===== src/rtl/keypad_matrix_scanner_pkg.sv =====
// Shared definitions for the keypad matrix scanner: code constants, FSM states
// and the physical (row, column) to key-code map.
package keypad_matrix_scanner_pkg;

    localparam logic [3:0] KEY_NONE  = 4'hF;
    localparam logic [3:0] KEY_MULTI = 4'hE;
    localparam logic [3:0] KEY_STAR  = 4'd10;
    localparam logic [3:0] KEY_HASH  = 4'd11;

    typedef enum logic {
        StIdle    = 1'b0,
        StPressed = 1'b1
    } kp_state_e;

    // Key code at a matrix position: r0..r2 carry digits 1..9, r3 carries *,0,#.
    function automatic logic [3:0] key_at(logic [1:0] row, logic [1:0] col);
        logic [3:0] code;
        if (row != 2'd3) begin
            code = 4'(row) * 4'd3 + 4'(col) + 4'd1;
        end else begin
            case (col)
                2'd0:    code = KEY_STAR;
                2'd1:    code = 4'd0;
                default: code = KEY_HASH;
            endcase
        end
        return code;
    endfunction

endpackage


===== src/rtl/keypad_snapshot_encoder.sv =====
// Combinational encoder: 12-bit key snapshot (bit index = key code) to a
// 4-bit code: KEY_NONE when empty, KEY_MULTI when more than one key, else index.
module keypad_snapshot_encoder
    import keypad_matrix_scanner_pkg::*;
(
    input  logic [11:0] snap_i,
    output logic [3:0]  code_o
);

    // First set bit yields its index, any further set bit collapses to KEY_MULTI.
    always_comb begin
        code_o = KEY_NONE;
        for (int i = 0; i < 12; i++) begin
            if (snap_i[i]) begin
                if (code_o == KEY_NONE) begin
                    code_o = 4'(i);
                end else begin
                    code_o = KEY_MULTI;
                end
            end
        end
    end

endmodule


===== src/rtl/keypad_matrix_scanner.sv =====
// 4x3 matrix keypad scanner with synchronizer, full-scan debounce, rollover
// lockout and one-hot digit / star / hash level outputs plus a press strobe.
// Optional auto-repeat of digit strobes is enabled by KEYPAD_AUTOREPEAT_EN.
module keypad_matrix_scanner
    import keypad_matrix_scanner_pkg::*;
#(
    parameter int unsigned SCAN_DIV       = 8,
    parameter int unsigned DEBOUNCE_SCANS = 3,
    parameter int unsigned REPEAT_SCANS   = 50
) (
    input  logic       clk,
    input  logic       rstn,
    input  logic [2:0] col_n,
    output logic [3:0] row_n,
    output logic [9:0] keypad,
    output logic       key_star,
    output logic       key_hash,
    output logic       key_strobe
);

    localparam int unsigned     DivW      = $clog2(SCAN_DIV);
    localparam logic [DivW-1:0] DivLast   = DivW'(SCAN_DIV - 1);
    localparam logic [3:0]      DebTarget = 4'(DEBOUNCE_SCANS);

    logic [2:0]      col_s1_q, col_s2_q;
    logic [DivW-1:0] div_cnt_q;
    logic [1:0]      row_idx_q;
    logic [11:0]     snap_q, snap_d;
    logic [3:0]      code;
    logic [3:0]      prev_code_q;
    logic [3:0]      stable_cnt_q, stable_d;
    logic            sample, scan_end;
    kp_state_e       state_q;

`ifdef KEYPAD_AUTOREPEAT_EN
    localparam int unsigned RepW = $clog2(REPEAT_SCANS + 1);
    logic [RepW-1:0] repeat_cnt_q;
`endif

    assign sample   = (div_cnt_q == DivLast);
    assign scan_end = sample && (row_idx_q == 2'd3);
    assign row_n    = ~(4'b0001 << row_idx_q);

    // Two-flop synchronizer on the asynchronous column inputs.
    always_ff @(posedge clk or negedge rstn) begin
        if (!rstn) begin
            col_s1_q <= 3'b111;
            col_s2_q <= 3'b111;
        end else begin
            col_s1_q <= col_n;
            col_s2_q <= col_s1_q;
        end
    end

    // Row dwell counter and row selector.
    always_ff @(posedge clk or negedge rstn) begin
        if (!rstn) begin
            div_cnt_q <= '0;
            row_idx_q <= 2'd0;
        end else if (sample) begin
            div_cnt_q <= '0;
            row_idx_q <= row_idx_q + 2'd1;
        end else begin
            div_cnt_q <= div_cnt_q + 1'b1;
        end
    end

    // Merge the current row's columns into the snapshot on its last dwell clock.
    always_comb begin
        snap_d = snap_q;
        if (sample) begin
            for (int c = 0; c < 3; c++) begin
                snap_d[key_at(row_idx_q, 2'(c))] = ~col_s2_q[c];
            end
        end
    end

    // Snapshot register.
    always_ff @(posedge clk or negedge rstn) begin
        if (!rstn) begin
            snap_q <= '0;
        end else begin
            snap_q <= snap_d;
        end
    end

    // Encoder sees the completed snapshot, including the row sampled this cycle.
    keypad_snapshot_encoder u_encoder (
        .snap_i (snap_d),
        .code_o (code)
    );

    // Consecutive-identical-scan counter, saturating at the debounce target.
    always_comb begin
        if (code != prev_code_q) begin
            stable_d = 4'd1;
        end else if (stable_cnt_q >= DebTarget) begin
            stable_d = DebTarget;
        end else begin
            stable_d = stable_cnt_q + 4'd1;
        end
    end

    // Debounce history updated once per full scan.
    always_ff @(posedge clk or negedge rstn) begin
        if (!rstn) begin
            prev_code_q  <= KEY_NONE;
            stable_cnt_q <= 4'd0;
        end else if (scan_end) begin
            prev_code_q  <= code;
            stable_cnt_q <= stable_d;
        end
    end

    // Accept / release FSM with registered level and strobe outputs.
    always_ff @(posedge clk or negedge rstn) begin
        if (!rstn) begin
            state_q    <= StIdle;
            keypad     <= '0;
            key_star   <= 1'b0;
            key_hash   <= 1'b0;
            key_strobe <= 1'b0;
`ifdef KEYPAD_AUTOREPEAT_EN
            repeat_cnt_q <= '0;
`endif
        end else begin
            key_strobe <= 1'b0;
            if (scan_end) begin
                case (state_q)
                    StIdle: begin
                        if (code <= KEY_HASH && stable_d == DebTarget) begin
                            state_q    <= StPressed;
                            keypad     <= (code < 4'd10) ? (10'd1 << code) : 10'd0;
                            key_star   <= (code == KEY_STAR);
                            key_hash   <= (code == KEY_HASH);
                            key_strobe <= 1'b1;
`ifdef KEYPAD_AUTOREPEAT_EN
                            repeat_cnt_q <= '0;
`endif
                        end
                    end
                    StPressed: begin
                        // Other keys or multi-key codes are locked out until full release.
                        if (code == KEY_NONE && stable_d == DebTarget) begin
                            state_q  <= StIdle;
                            keypad   <= '0;
                            key_star <= 1'b0;
                            key_hash <= 1'b0;
                        end
`ifdef KEYPAD_AUTOREPEAT_EN
                        else if (keypad != 10'd0) begin
                            if (repeat_cnt_q == RepW'(REPEAT_SCANS - 1)) begin
                                key_strobe   <= 1'b1;
                                repeat_cnt_q <= '0;
                            end else begin
                                repeat_cnt_q <= repeat_cnt_q + 1'b1;
                            end
                        end
`endif
                    end
                    default: state_q <= StIdle;
                endcase
            end
        end
    end

endmodule


===== config.mk =====
export PLATFORM = sky130hd
export DESIGN_NAME = keypad_matrix_scanner
export DESIGN_NICKNAME = d
export VERILOG_FILES = /design/src/rtl/keypad_matrix_scanner_pkg.sv /design/src/rtl/keypad_snapshot_encoder.sv /design/src/rtl/keypad_matrix_scanner.sv
export SDC_FILE = /design/constraint.sdc
export NUM_CORES = 1
export LEC_CHECK = 0
export CAP_MARGIN = 30
export CELL_PAD_IN_SITES_DETAIL_PLACEMENT = 0
export CELL_PAD_IN_SITES_GLOBAL_PLACEMENT = 1
export CORE_ASPECT_RATIO = 1.2
export CORE_MARGIN = 1
export CORE_UTILIZATION = 50
export DETAILED_ROUTE_END_ITERATION = 8
export PLACE_DENSITY = 0.87
export SLEW_MARGIN = 10
export SYNTH_ARGS = -nofsm -noshare
export SYNTH_HDL_FRONTEND = slang
export SYNTH_SLANG_ARGS = --single-unit

===== constraint.sdc =====
create_clock -name clk -period 6.3 [get_ports clk]
set_clock_uncertainty 0.2 [all_clocks]
set_input_delay 1.26 -clock clk [delete_from_list [all_inputs] [get_ports clk]]
set_output_delay 1.26 -clock clk [all_outputs]
set_load 0.01 [all_outputs]

==> flow_metrics.env <==
export IMPL_num_nets_final=335
export IMPL_clock_latency_ns=0.30
export IMPL_grt_start_max_net_pins=24
export IMPL_routedWlPerCell_um=16.7
export IMPL_fin_crit_sh_pct=84.4
export IMPL_power_density_nw_per_um2=169
export IMPL_num_vias=2360
export IMPL_drt_pre_antenna_iters=5
export IMPL_synth_edf_count=0
export IMPL_finalMaxSlewViolations=0
export IMPL_max_freq_mhz=188
export IMPL_start_util_pct=52.5
export IMPL_crit_chain="inv_1 -> ha_1 -> a21boi_0 -> a311o_1 -> a41oi_1 -> nand4_1 -> nor3_1 -> a31oi_1 -> o32a_1 -> or4_4 -> and4bb_1 -> o2111ai_2 -> mux2_1"
export IMPL_synthTopCellsByCount="dfrtp_1 (35), nand2_1 (25), inv_1 (23)"
export IMPL_cts_resized=0
export IMPL_drtAntennaViolNets=0
export IMPL_synth_main_ff_cell="dfrtp_1"
export IMPL_row_count=30
export IMPL_dieWidth_um=72.9
export IMPL_p_comb_share_pct=7.8
export IMPL_critical_path_class="flop to flop"
export IMPL_p_seq_share_pct=53.4
export IMPL_post_cts_buffers=0
export IMPL_maxCapViolations=0
export IMPL_power_internal_w=0.000432
export IMPL_dieHeight_um=87.1
export IMPL_cp_num_buf_inv=1
export IMPL_synth_top_cell_area_share_pct=29.0
export IMPL_synthArstFlopShare_pct=100
export IMPL_root_buffer="clkbuf_8"
export IMPL_setup_tns_ns=0
export IMPL_synth_area_leaders="dfrtp_1 (29%), dfstp_2 (8.7%), ha_1 (4.6%)"
export IMPL_synth_distinct_cells=80
export IMPL_grt_usage_pct=23.3
export IMPL_clk_pin_slew_ns=0.08
export IMPL_gp_congestion=0.830
export IMPL_hold_viol=0
export IMPL_io_pins=22
export IMPL_antennaDiodeCount=0
export IMPL_slowest_stage="or4_4"
export IMPL_wl_mm=6.67
export IMPL_critical_path_arrival_ns=5.30
export IMPL_ctsHtreeMaxLevel=2
export IMPL_ir_drop_uv=121
export IMPL_swShare_pct=23.4
export IMPL_hold_class="flop to flop"
export IMPL_synth_nets=321
export IMPL_antenna_found_initial=0
export IMPL_crit_path_end_kind="flop"
export IMPL_slew_headroom_pct=41.9
export IMPL_dieArea_um2=6350
export IMPL_ys_ff_latch=45
export IMPL_dpl_hpwl_mm=4.90
export IMPL_crit_fanout=17
export IMPL_p_total_w=0.000564
export IMPL_synth_most_common_cell="dfrtp_1"
export IMPL_hold_slack_ns=0.158
export IMPL_portBuffers=21
export IMPL_yosysWarningCount=0
export IMPL_area_delta_synth_final_pct=10.4
export IMPL_clockBufferDepth=2
export IMPL_synth_largest_area_cell="dfrtp_1"
export IMPL_cts_tree="built"
export IMPL_drc=0
export IMPL_grt_pass1_wl_mm=11.5
export IMPL_cp_required_ns=6.28
export IMPL_worst_pin_slew_ns=0.871
export IMPL_cts_buffers=5
export IMPL_path_delay_family="compound AO/OA/AOI/OAI gates"
export IMPL_rsz0062_at_grt="false"
export IMPL_grt_pass1_vias=2364
export IMPL_overflow=0
export IMPL_outcome="completed"
export IMPL_clkSinkCount=45
export IMPL_fp_coreArea_um2=5740
export IMPL_worst_slack_ns=0.985
export IMPL_cts_hold_buffers=0
export IMPL_synth_cells=305
export IMPL_cpPeakStageDelay_ns=0.58
export IMPL_setup_worst_path_start_class="flop"
export IMPL_final_setup_viol_count=0
export IMPL_vias_per_cell=5.90
export IMPL_initialDrtViolationCount=148
export IMPL_fin_crit_ns=5.32
export IMPL_syn_area_um2=3020
export IMPL_yosysSeqAreaShare_pct=37.7
export IMPL_net_switching_power_w=0.000132
export IMPL_clockPowerShare_pct=38.8
export IMPL_p_leak_nw=1.44
export IMPL_pre_cts_ws_ns=1.00
export IMPL_drive_gt1_share_pct=18.1
export IMPL_avgSynthCellArea_um2=9.89
## cell type report
class | instances | area [µm²]
Inverter | 24 | 90.1
Timing Repair Buffer | 24 | 248
Clock buffer | 6 | 72.6
Multi-Input combinational cell | 219 | 1640
Sequential cell | 45 | 1140
Fill cell | 520 | 2410
Tap cell | 80 | 100
Clock inverter | 2 | 38.8
## routing by layer
metal | up-vias | GRT usage [%] | wire length, µm
met2 | 62 | 41.0 | 3340
met4 | 0 | 9.09 | 159
met5 | - | 0 | 0
met3 | 15 | 3.82 | 257
li1 | 1155 | - | -
met1 | 1128 | 28.4 | 2920
## registers in the layout, summed over array words and instances (netlist names)
name / count
snap_q: 12
row_idx_q: 2
keypad: 10
key_star: 1
col_s2_q: 3
col_s1_q: 3
stable_cnt_q: 4
key_strobe: 1
key_hash: 1
prev_code_q: 4
div_cnt_q: 3
state_q: 1
## metrics by stage
stage,std cells,instance area (µm²),utilization [%]
floorplan,305,3020,-
global placement,391,3190,55.6
detailed placement,392,3220,56.1
CTS,400,3330,58.0
global route,400,3330,58.0
finish,400,3330,58.0
## final timing paths
kind	from	to	slack [ns]	cells after the start
min reg2reg	col_s1_q[2]	col_s2_q[2]	0.16	0
max	row_idx_q[0]	keypad[5]	0.98	13
min	col_s1_q[2]	col_s2_q[2]	0.16	0
max in group asynchronous	rstn	prev_code_q[2]	4.58	2
max reg2reg	row_idx_q[0]	keypad[5]	0.98	13
min in group asynchronous	rstn	stable_cnt_q[1]	0.74	1
## cell families after synthesis
family                     Yosys count  synth area share (%)
xor gates and xnor gates             7                  2.03
and+or+nand+nor                    105                  18.8
DFF                                 45                  37.7
adders and majority gates           11                  4.56
AOI/OAI and AO/OA                   81                  22.6
muxes                               15                  6.47
buffers and inverters               41                  7.79
## placed cells by master, fill, tap and decap left out, types with 4 or more instances in the layout
master	instances
inv_1	23
o21ai_0	14
nor4_1	10
mux2_4	8
clkdlybuf4s50_1	20
nand4_1	4
o211ai_1	5
nor3_1	13
nand2_1	25
and2_1	4
a21oi_1	4
dfrtp_1	35
nor2_1	22
xnor2_1	6
dfstp_2	10
ha_1	11
nand3_1	5
a311oi_1	4
clkbuf_8	5
## power groups by stage
stage | combinational [W] | clock (W) | sequential [W]
floorplan | 0.0000297 | 0 | 0.000304
global placement | 0.0000417 | 0 | 0.000306
detailed placement | 0.0000443 | 0 | 0.000306
CTS | 0.0000444 | 0.000225 | 0.000301
global route | 0.0000495 | 0.000238 | 0.000302
finish | 0.0000442 | 0.000219 | 0.000301
No activity file was read; power rests on OpenSTA's default activity.
